$ cat src/rtl/dwt_pkg.sv
// Shared definitions for the 5/3 lifting line engine.
// - dwt_state_e  : controller state encoding
// - MODE_FWD/INV : values of the mode input
// - acc_t        : wide signed accumulator for lifting sums
// - predict_term : (a+b)>>>1, update_term : (a+b+2)>>>2 (floor semantics)
package dwt_pkg;

  typedef enum logic [2:0] {
    StIdle,
    StLoad,
    StPass1,
    StPass2,
    StOut
  } dwt_state_e;

  localparam logic MODE_FWD = 1'b0;
  localparam logic MODE_INV = 1'b1;

  // Wide enough that DATA_W+2-bit sums never overflow for DATA_W up to 32, so the
  // truncated results match a DATA_W+2 datapath exactly.
  localparam int unsigned ACC_W = 34;
  typedef logic signed [ACC_W-1:0] acc_t;

  function automatic acc_t predict_term(acc_t a, acc_t b);
    return (a + b) >>> 1;
  endfunction

  function automatic acc_t update_term(acc_t a, acc_t b);
    return (a + b + acc_t'(2)) >>> 2;
  endfunction

endpackage

$ cat src/rtl/dwt_pair_ram.sv
// Line store for the lifting engine: two PAIRS x DATA_W arrays (even and odd),
// one shared write port and three read ports at rd_idx-1, rd_idx, rd_idx+1.
// Neighbour indices clamp at the line ends, which yields the symmetric extension
// even[PAIRS] = even[PAIRS-1] and d[-1] = d[0].
// Ports: clk; we/wr_idx/wr_even/wr_odd write a pair; rd_idx selects the centre;
// {even,odd}_{prev,cur,next} are the asynchronous read results.
module dwt_pair_ram #(
  parameter int DATA_W = 16,
  parameter int PAIRS  = 32,
  parameter int IDX_W  = 5
) (
  input  logic                     clk,
  input  logic                     we,
  input  logic [IDX_W-1:0]         wr_idx,
  input  logic signed [DATA_W-1:0] wr_even,
  input  logic signed [DATA_W-1:0] wr_odd,
  input  logic [IDX_W-1:0]         rd_idx,
  output logic signed [DATA_W-1:0] even_prev,
  output logic signed [DATA_W-1:0] even_cur,
  output logic signed [DATA_W-1:0] even_next,
  output logic signed [DATA_W-1:0] odd_prev,
  output logic signed [DATA_W-1:0] odd_cur,
  output logic signed [DATA_W-1:0] odd_next
);

  logic signed [DATA_W-1:0] even_mem [PAIRS];
  logic signed [DATA_W-1:0] odd_mem  [PAIRS];
  logic [IDX_W-1:0]         prev_idx;
  logic [IDX_W-1:0]         next_idx;

  assign prev_idx = (rd_idx == '0) ? '0 : rd_idx - IDX_W'(1);
  assign next_idx = (rd_idx == IDX_W'(PAIRS - 1)) ? rd_idx : rd_idx + IDX_W'(1);

  // Contents are never cleared; an aborted line is simply overwritten.
  always_ff @(posedge clk) begin
    if (we) begin
      even_mem[wr_idx] <= wr_even;
      odd_mem[wr_idx]  <= wr_odd;
    end
  end

  assign even_prev = even_mem[prev_idx];
  assign even_cur  = even_mem[rd_idx];
  assign even_next = even_mem[next_idx];
  assign odd_prev  = odd_mem[prev_idx];
  assign odd_cur   = odd_mem[rd_idx];
  assign odd_next  = odd_mem[next_idx];

endmodule

$ cat src/rtl/lifting_dwt_line.sv
// 1-D reversible 5/3 lifting engine for one line (forward or inverse).
// Loads PAIRS even/odd pairs, runs two in-place lifting passes of PAIRS cycles
// each, then streams the result pairs out under valid/ready backpressure.
// Ports: clk, rst (sync, active high); mode/line_address latched on the first
// pair; in_valid/in_ready/in_even/in_odd input stream; out_valid/out_ready/
// out_even/out_odd/out_last/out_address output stream; busy when not idle.
module lifting_dwt_line
  import dwt_pkg::*;
#(
  parameter int DATA_W  = 16,
  parameter int PAIRS   = 32,
  parameter int LINE_AW = 8,
  localparam int IDX_W  = (PAIRS > 1) ? $clog2(PAIRS) : 1,
  localparam int ADDR_W = LINE_AW + $clog2(PAIRS) + 1
) (
  input  logic                     clk,
  input  logic                     rst,
  input  logic                     mode,
  input  logic [LINE_AW-1:0]       line_address,
  input  logic                     in_valid,
  output logic                     in_ready,
  input  logic signed [DATA_W-1:0] in_even,
  input  logic signed [DATA_W-1:0] in_odd,
  output logic                     out_valid,
  input  logic                     out_ready,
  output logic signed [DATA_W-1:0] out_even,
  output logic signed [DATA_W-1:0] out_odd,
  output logic                     out_last,
  output logic [ADDR_W-1:0]        out_address,
  output logic                     busy
);

  dwt_state_e               state_q;
  logic [IDX_W-1:0]         idx_q;
  logic                     mode_q;
  logic [ADDR_W-1:0]        base_q;
  logic                     in_ready_q, out_valid_q, out_last_q;
  logic signed [DATA_W-1:0] out_even_q, out_odd_q;
  logic [ADDR_W-1:0]        out_address_q;

  logic                     we;
  logic [IDX_W-1:0]         wr_idx;
  logic signed [DATA_W-1:0] wr_even, wr_odd;
  logic signed [DATA_W-1:0] ev_p, ev_c, ev_n, od_p, od_c, od_n;
  logic                     unused_ev_p;

  acc_t                     pred, upd, even_acc, odd_acc;
  logic signed [DATA_W-1:0] pair_even, pair_odd;
  logic                     even_pass;
  logic                     in_hs;

  dwt_pair_ram #(
    .DATA_W (DATA_W),
    .PAIRS  (PAIRS),
    .IDX_W  (IDX_W)
  ) u_ram (
    .clk       (clk),
    .we        (we),
    .wr_idx    (wr_idx),
    .wr_even   (wr_even),
    .wr_odd    (wr_odd),
    .rd_idx    (idx_q),
    .even_prev (ev_p),
    .even_cur  (ev_c),
    .even_next (ev_n),
    .odd_prev  (od_p),
    .odd_cur   (od_c),
    .odd_next  (od_n)
  );

  assign unused_ev_p = ^ev_p;
  assign in_hs       = in_valid & in_ready_q;

  // Both lifting terms are always available; the pass/mode pick which array is rewritten.
  assign pred     = predict_term(acc_t'(ev_c), acc_t'(ev_n));
  assign upd      = update_term(acc_t'(od_p), acc_t'(od_c));
  assign even_acc = (mode_q == MODE_INV) ? acc_t'(ev_c) - upd  : acc_t'(ev_c) + upd;
  assign odd_acc  = (mode_q == MODE_INV) ? acc_t'(od_c) + pred : acc_t'(od_c) - pred;

  always_comb begin
    // Forward: PASS1 rewrites odd (d), PASS2 rewrites even (s). Inverse is the mirror.
    even_pass = (state_q == StPass1) ? (mode_q == MODE_INV) : (mode_q == MODE_FWD);
    pair_even = even_pass ? even_acc[DATA_W-1:0] : ev_c;
    pair_odd  = even_pass ? od_c : odd_acc[DATA_W-1:0];
    we        = 1'b0;
    wr_idx    = idx_q;
    wr_even   = in_even;
    wr_odd    = in_odd;
    unique case (state_q)
      StIdle: begin
        we     = in_hs;
        wr_idx = '0;
      end
      StLoad: we = in_hs;
      StPass1, StPass2: begin
        we      = 1'b1;
        wr_even = pair_even;
        wr_odd  = pair_odd;
      end
      default: ;
    endcase
  end

  always_ff @(posedge clk) begin
    if (rst) begin
      state_q       <= StIdle;
      idx_q         <= '0;
      mode_q        <= MODE_FWD;
      base_q        <= '0;
      in_ready_q    <= 1'b0;
      out_valid_q   <= 1'b0;
      out_last_q    <= 1'b0;
      out_even_q    <= '0;
      out_odd_q     <= '0;
      out_address_q <= '0;
    end else begin
      unique case (state_q)
        StIdle: begin
          in_ready_q <= 1'b1;
          if (in_hs) begin
            mode_q  <= mode;
            base_q  <= ADDR_W'(line_address) * ADDR_W'(2 * PAIRS);
            idx_q   <= IDX_W'(1);
            state_q <= StLoad;
          end
        end
        StLoad: begin
          if (in_hs) begin
            if (idx_q == IDX_W'(PAIRS - 1)) begin
              idx_q      <= '0;
              in_ready_q <= 1'b0;
              state_q    <= StPass1;
            end else begin
              idx_q <= idx_q + IDX_W'(1);
            end
          end
        end
        StPass1: begin
          if (idx_q == IDX_W'(PAIRS - 1)) begin
            idx_q   <= '0;
            state_q <= StPass2;
          end else begin
            idx_q <= idx_q + IDX_W'(1);
          end
        end
        StPass2: begin
          // Pair 0 is final once PASS2 writes it; capture it so OUT can start at once.
          if (idx_q == '0) begin
            out_even_q <= pair_even;
            out_odd_q  <= pair_odd;
          end
          if (idx_q == IDX_W'(PAIRS - 1)) begin
            idx_q         <= '0;
            out_valid_q   <= 1'b1;
            out_last_q    <= 1'b0;
            out_address_q <= base_q;
            state_q       <= StOut;
          end else begin
            idx_q <= idx_q + IDX_W'(1);
          end
        end
        StOut: begin
          if (out_ready) begin
            if (idx_q == IDX_W'(PAIRS - 1)) begin
              idx_q       <= '0;
              out_valid_q <= 1'b0;
              out_last_q  <= 1'b0;
              in_ready_q  <= 1'b1;
              state_q     <= StIdle;
            end else begin
              // The n+1 read port supplies the next pair.
              idx_q         <= idx_q + IDX_W'(1);
              out_even_q    <= ev_n;
              out_odd_q     <= od_n;
              out_address_q <= out_address_q + ADDR_W'(2);
              out_last_q    <= (idx_q == IDX_W'(PAIRS - 2));
            end
          end
        end
        default: state_q <= StIdle;
      endcase
    end
  end

  assign in_ready    = in_ready_q;
  assign out_valid   = out_valid_q;
  assign out_last    = out_last_q;
  assign out_even    = out_even_q;
  assign out_odd     = out_odd_q;
  assign out_address = out_address_q;
  assign busy        = (state_q != StIdle);

endmodule

$ cat config.mk
export PLATFORM = sky130hd
export DESIGN_NAME = lifting_dwt_line
export DESIGN_NICKNAME = d
export VERILOG_FILES = /design/src/rtl/dwt_pkg.sv /design/src/rtl/dwt_pair_ram.sv /design/src/rtl/lifting_dwt_line.sv
export SDC_FILE = /design/constraint.sdc
export NUM_CORES = 2
export LEC_CHECK = 0
export ABC_CLOCK_PERIOD_IN_PS = 9100
export CORE_MARGIN = 2
export CORE_UTILIZATION = 54
export CTS_CLUSTER_SIZE = 14
export DETAILED_ROUTE_END_ITERATION = 7
export PLACE_DENSITY = 0.7
export SLEW_MARGIN = 20
export SYNTH_ARGS = -nofsm -noshare
export SYNTH_HDL_FRONTEND = slang
export SYNTH_SLANG_ARGS = --single-unit
$ cat constraint.sdc
create_clock -name clk -period 9.1 [get_ports clk]
set_clock_uncertainty 0.15 [all_clocks]
set_input_delay 2.275 -clock clk [delete_from_list [all_inputs] [get_ports clk]]
set_output_delay 2.275 -clock clk [all_outputs]
set_load 0.05 [all_outputs]
# After elaboration in Yosys (flattened, before gate mapping)
# Memories as Yosys holds them, arrays and structs flattened. A register that Yosys moved wholly into a read port is not among the register bits.
# Index checks and enable logic that the tools add are counted.
# totals
mem_bits_rw	1024
n_memories	2
regBits	66
elab_cells	107
inputBits	45
output_inout_bits	50
# classes
mux	52
reduce_logical	16
bitwise_logic	2
eq_ne	15
n_addsub	10
# memory_table
name	depth	width	read_ports	rd_ports_with_merged_regs	wr	line_no	rtl
u_ram.even_mem	32	16	2	1	1	dwt_pair_ram.sv:26	logic signed [DATA_W-1:0] even_mem [PAIRS];
u_ram.odd_mem	32	16	3	1	1	dwt_pair_ram.sv:27	logic signed [DATA_W-1:0] odd_mem [PAIRS];
# op_table
operator	count
$mux W16	12
$pmux W16 S2	2
$mux W5	11
$mux W14	3
$add A16 B16 Y17	2
$add A16 B16 Y16	2
$sub A16 B16 Y16	2
$pmux W14 S2	1
$mux W3	7
$pmux W5 S4	1
$add A17 B3 Y18 const B	1
$ne A2 B2 Y1 const B	8
$reduce_and A4 Y1	4
$pmux W3 S5	1
$add A14 B2 Y14 const B	1
$eq A5 B5 Y1 const B	2
$mux W1	10
$reduce_and A7 Y1	1
$eq A3 B2 Y1 const B	2
$pmux W1 S2	3
$reduce_bool A3 Y1	2
$add A5 B1 Y5 const B	1
$logic_not A5 Y1	1
$reduce_and A5 Y1	1
13 further kinds	14

# Longest topological paths before layout
# An unclocked memory read counts as a cell.
# logic_depth
depth_word	10
depth_mapped	44
mapped_depth_nobuf	36

# Modules after synthesis
# From an unflattened synthesis, not the netlist that was laid out.
# hier_totals
cells_unflattened	5813
area_unflattened_um2	65565.4
# modules_own_cells
mod	n_inst	cells_per_inst	area_each_um2	seq_area_each_um2
dwt_pair_ram	1	4737	57838.0	30749.5
lifting_dwt_line	1	1076	7727.4	1301.2

# Least setup slack after synthesis
# OpenSTA, ideal clock, no wires.
# synth_path
path_kind	register -> register
startpoint	register idx_q[0]
endpoint	memory u_ram.even_mem[0][14] (data pin)
slack_ns	-0.643
arrival_ns	9.139
setup_ns	0.454
stages_incl_launch_ff	38
synth_period_minus_slack_ns	9.743
path_cell_list	dfxtp_1 -> buf_2 -> inv_1 -> clkbuf_1 -> clkbuf_1 -> buf_1 -> ha_1 -> nor4b_4 -> nor2_1 -> clkbuf_1 -> mux4_2 -> mux4_2 -> mux2i_1 -> ha_1 -> nand2b_1 -> or2_2 -> fa_1 -> nor2b_1 -> [2 not listed] -> o21ai_0 -> a21oi_1 -> a21oi_1 -> xnor2_1 -> nor3_1 -> and4_1 -> buf_2 -> a21oi_1 -> xnor2_1 -> ha_1 -> a21o_1 -> o21ai_0 -> a21boi_0 -> o21a_1 -> o21a_1 -> o21ai_0 -> a31oi_1 -> o21ai_0
# synth_between
elab_chain_len	9
elab_cells_between_ends	11
classes_between	add/sub (5); mux (4); reduce/logical (1); memory (1)
# synth_rtl
item	line_no	rtl
start, declared	lifting_dwt_line.sv:34	logic [IDX_W-1:0] idx_q;
start signal, assigned	lifting_dwt_line.sv:134	idx_q <= idx_q + IDX_W'(1);
start signal, assigned	lifting_dwt_line.sv:143	idx_q <= idx_q + IDX_W'(1);
start signal, assigned	lifting_dwt_line.sv:159	idx_q <= idx_q + IDX_W'(1);
$sub A5 B1 Y5 or $logic_not A5 Y1 (tied branches)	dwt_pair_ram.sv:31	assign prev_idx = (rd_idx == '0) ? '0 : rd_idx - IDX_W'(1);
$mux W5 *	dwt_pair_ram.sv:31	
$mem_v2 Z32 W16 *	n/a	
$add A16 B16 Y17 *	dwt_pkg.sv:29	return (a + b + acc_t'(2)) >>> 2;
$add A17 B3 Y18 *	dwt_pkg.sv:29	
$add A16 B16 Y16 or $sub A16 B16 Y16 (tied branches)	lifting_dwt_line.sv:77	assign even_acc = (mode_q == MODE_INV) ? acc_t'(ev_c) - upd : acc_t'(ev_c) + upd;
$mux W16 *	lifting_dwt_line.sv:77	
$mux W16 *	lifting_dwt_line.sv:83	pair_even = even_pass ? even_acc[DATA_W-1:0] : ev_c;
$mux W16 *	lifting_dwt_line.sv:89	unique case (state_q)
named net u_ram.wr_even[14]	dwt_pair_ram.sv:15	input logic signed [DATA_W-1:0] wr_even,
end, declared	dwt_pair_ram.sv:26	
# The timed path passes the listed nets; every way through them passes the cells marked *.

# Final worst setup path
# layout_path
startpoint	register idx_q[0]
endpoint	memory u_ram.even_mem[10][15] (data pin)
# The elaborated chain is that of the path after synthesis.

==> flow_summary.toml <==
[outcome]
status = "complete, no violations"

[worst_setup_path]
max_stage_delay_ns = 0.51
critPathArrivalTime_ns = 8.96
critical_path_required_ns = 9.36
endpoint_kind = "flip-flop"
cp-start-kind = "flip-flop"
crit_type = "flip-flop to flip-flop"
crit_fanout = 24
cp_slowest_cell = "mux4_2"
critPathMostFrequentCell = "ha_1"

[power]
power.density_nw_per_um2 = 191
power.total_mw = 12.7
power.static_leakage_nw = 20.5
peakVddDrop_mv = 0.165

[grt]
grt_pass1_wl_mm = 275
grtUsageTotal_pct = 34.4
grt_overflow_total = 0
grt_max_degree = 110
antenna_found_initial = 2
grt_pass1_vias = 38538

[clocking]
cts.clk_slew.worst_paths_ns = 0.07
numCtsBuffers = 111
cts_tree = "done"
cts_hold_buf = 0
clk_latency_ns = 0.75
ctsRootBufferMaster = "clkbuf_16"
cts_sinks = 1094
h-tree-depth = 3
clock_path_buffers = 3

[sta]
layout_min_cycle_time_ns = 8.69
drv_slew = 0
tns_ns = 0
tightestPinTransition_ns = 1.20
fmax_ghz = 0.115
timing.hold.ws_ns = 0.304
slew_headroom_pct = 19.9
setup_viol = 0
fin_ws_ns = 0.405
finalHoldViolations = 0
layout_worst_path_cycle_share_pct = 95.5

[floorplanning]
num_rows = 121
die_h_um = 334
initial_core_util_pct = 54.3
num_io_pins = 95
die_area_um2 = 112000
dieWidth_um = 334
core_um2 = 109000

[yosys]
yosysSeqAreaShare_pct = 54.6
synth_largest_area_cell = "edfxtp_1"
synthCells = 3714
synth_fa_ha_area_share_pct = 2.00
synth_compound_area_share_pct = 7.75
synth_flop_cell = "edfxtp_1"
synthesis.nets = 3851
synth-edff-count = 1024
netlist_top_cells_area = "edfxtp_1 (52%), mux4_2 (25%), dfxtp_1 (2.4%)"
ys_ff_latch = 1094
synthArstFlopShare_pct = 0
synth-xor-area-share_pct = 1.15
synth_most_common_cell = "edfxtp_1"
synth_mux_area_share_pct = 27.0
ys_top_cells_by_count = "edfxtp_1 (1024), mux4_2 (643), nand2_1 (261)"
synth_cell_types = 89
yosysWarnings = 0
postSynthAreaPerCell_um2 = 15.9
synth_top_family_by_area = "multiplexers"
synthSimpleGateAreaFrac_pct = 5.09
synth_area_um2 = 58900
synth_top_area_share_pct = 52.2

[routing]
drc_errors = 0
wire_per_inst_um = 36.4
vias = 40333
drt_iter0_markers = 6147
antenna_left = 0
viasPerCell = 7.58
finalWirelength_mm = 194
firstDrtPassIters = 8

[final_layout]
final_layout_size_suffix_gt1_share_pct = 28.8
fin_nets = 3951
syn_to_final_growth_pct = 12.7

[placement]
place_ws_ns = 0.0651
port_buffers = 93
finalWeightedCongestion = 0.949
hpwl_mm = 116

[flow_run]
drv_cap = 0

[worst_hold_path]
hp-class = "flip-flop to flip-flop"
area by class of cell:
cell class | count | area, um2
fill | 7740 | 42100
multi-input combinational | 2261 | 26000
antenna | 2 | 5.00
clock buffer | 138 | 2930
clock inverter | 66 | 566
sequential | 1094 | 32200
tap | 1414 | 1770
inverter | 63 | 239
timing repair buffer | 283 | 2730
kinds of logic after synthesis:
family                     count (synthesis)
and+or+nand+nor                          642
DFF                                     1094
AOI/OAI and AO/OA                        667
xor gates and xnor gates                  75
other                                      1
adders and majority gates                 92
buffers and inverters                    362
muxes                                    781
sequential cells by signal, indices dropped and copies added (netlist names), 3 cells and up, named ones only:
name	cells
base_q	8
idx_q	5
out_address	13
out_even	16
out_odd	16
state_q	3
u_ram.even_mem	512
u_ram.odd_mem	512
through the flow:
| step | instance area [um2] | cells | util [%] |
|---|---|---|---|
| global route | 66400 | 5320 | 61.2 |
| floorplan | 58900 | 3714 | - |
| CTS | 66100 | 5306 | 60.9 |
| finish | 66400 | 5321 | 61.2 |
| detailed placement | 62600 | 5102 | 57.7 |
| global placement | 62500 | 5099 | 57.6 |
final timing paths:
kind | endpoint | from | slack [ns] | cells after the start
worst max-delay path | u_ram.even_mem[10][15] | idx_q[0] | 0.41 | 35
worst min-delay path | out_odd[12] | out_odd[12] | 0.30 | 2
worst max register to register | u_ram.even_mem[10][15] | idx_q[0] | 0.41 | 35
worst min register to register | out_odd[12] | out_odd[12] | 0.30 | 2
per-layer routing:
layer	wire, um	vias up	global-route usage [%]
li1	-	15758	-
met1	67600	20471	46.4
met2	87200	3507	51.6
met3	28400	597	10.4
met4	10600	0	16.6
met5	0	-	0
what timing repair did:
| action | CTS | global route |
|---|---|---|
| endpoints found under the setup margin | 0 | 129 |
| resized for setup | 0 | 28 |
| setup buffers | 0 | 7 |
critical path: cells and delay by family, from the launching register on:
family,cells,cell delay [ns]
buf+inv,5,0.89
flops,1,0.43
fa+ha+maj,4,1.22
compound gates,9,1.92
simple gates,13,2.61
xor+xnor,3,0.55
mux,1,0.51
power by group:
part           internal (mW)  switching, mW
clock                   2.46           2.00
sequential              5.51         0.0161
combinational           1.14           1.58
total                   9.11           3.60
cells in the final DEF, fill, tap and decap left out, drive strengths merged, types with 18 or more instances in the layout:
master / n
and3: 19
a221oi: 117
clkdlybuf4s50: 92
nor2: 143
mux4: 645
clkbuf: 139
mux2i: 117
edfxtp: 1024
dfxtp: 70
nor3: 53
o31ai: 21
nor2b: 18
a211oi: 89
mux2: 19
and2: 41
inv: 68
xnor2: 53
or3: 19
nand3: 35
buf: 190
o21ai: 137
a21oi: 134
xor2: 21
ha: 88
a31oi: 34
clkinv: 49
a21o: 20
nand2: 262
(Power assumes the default switching activity.)
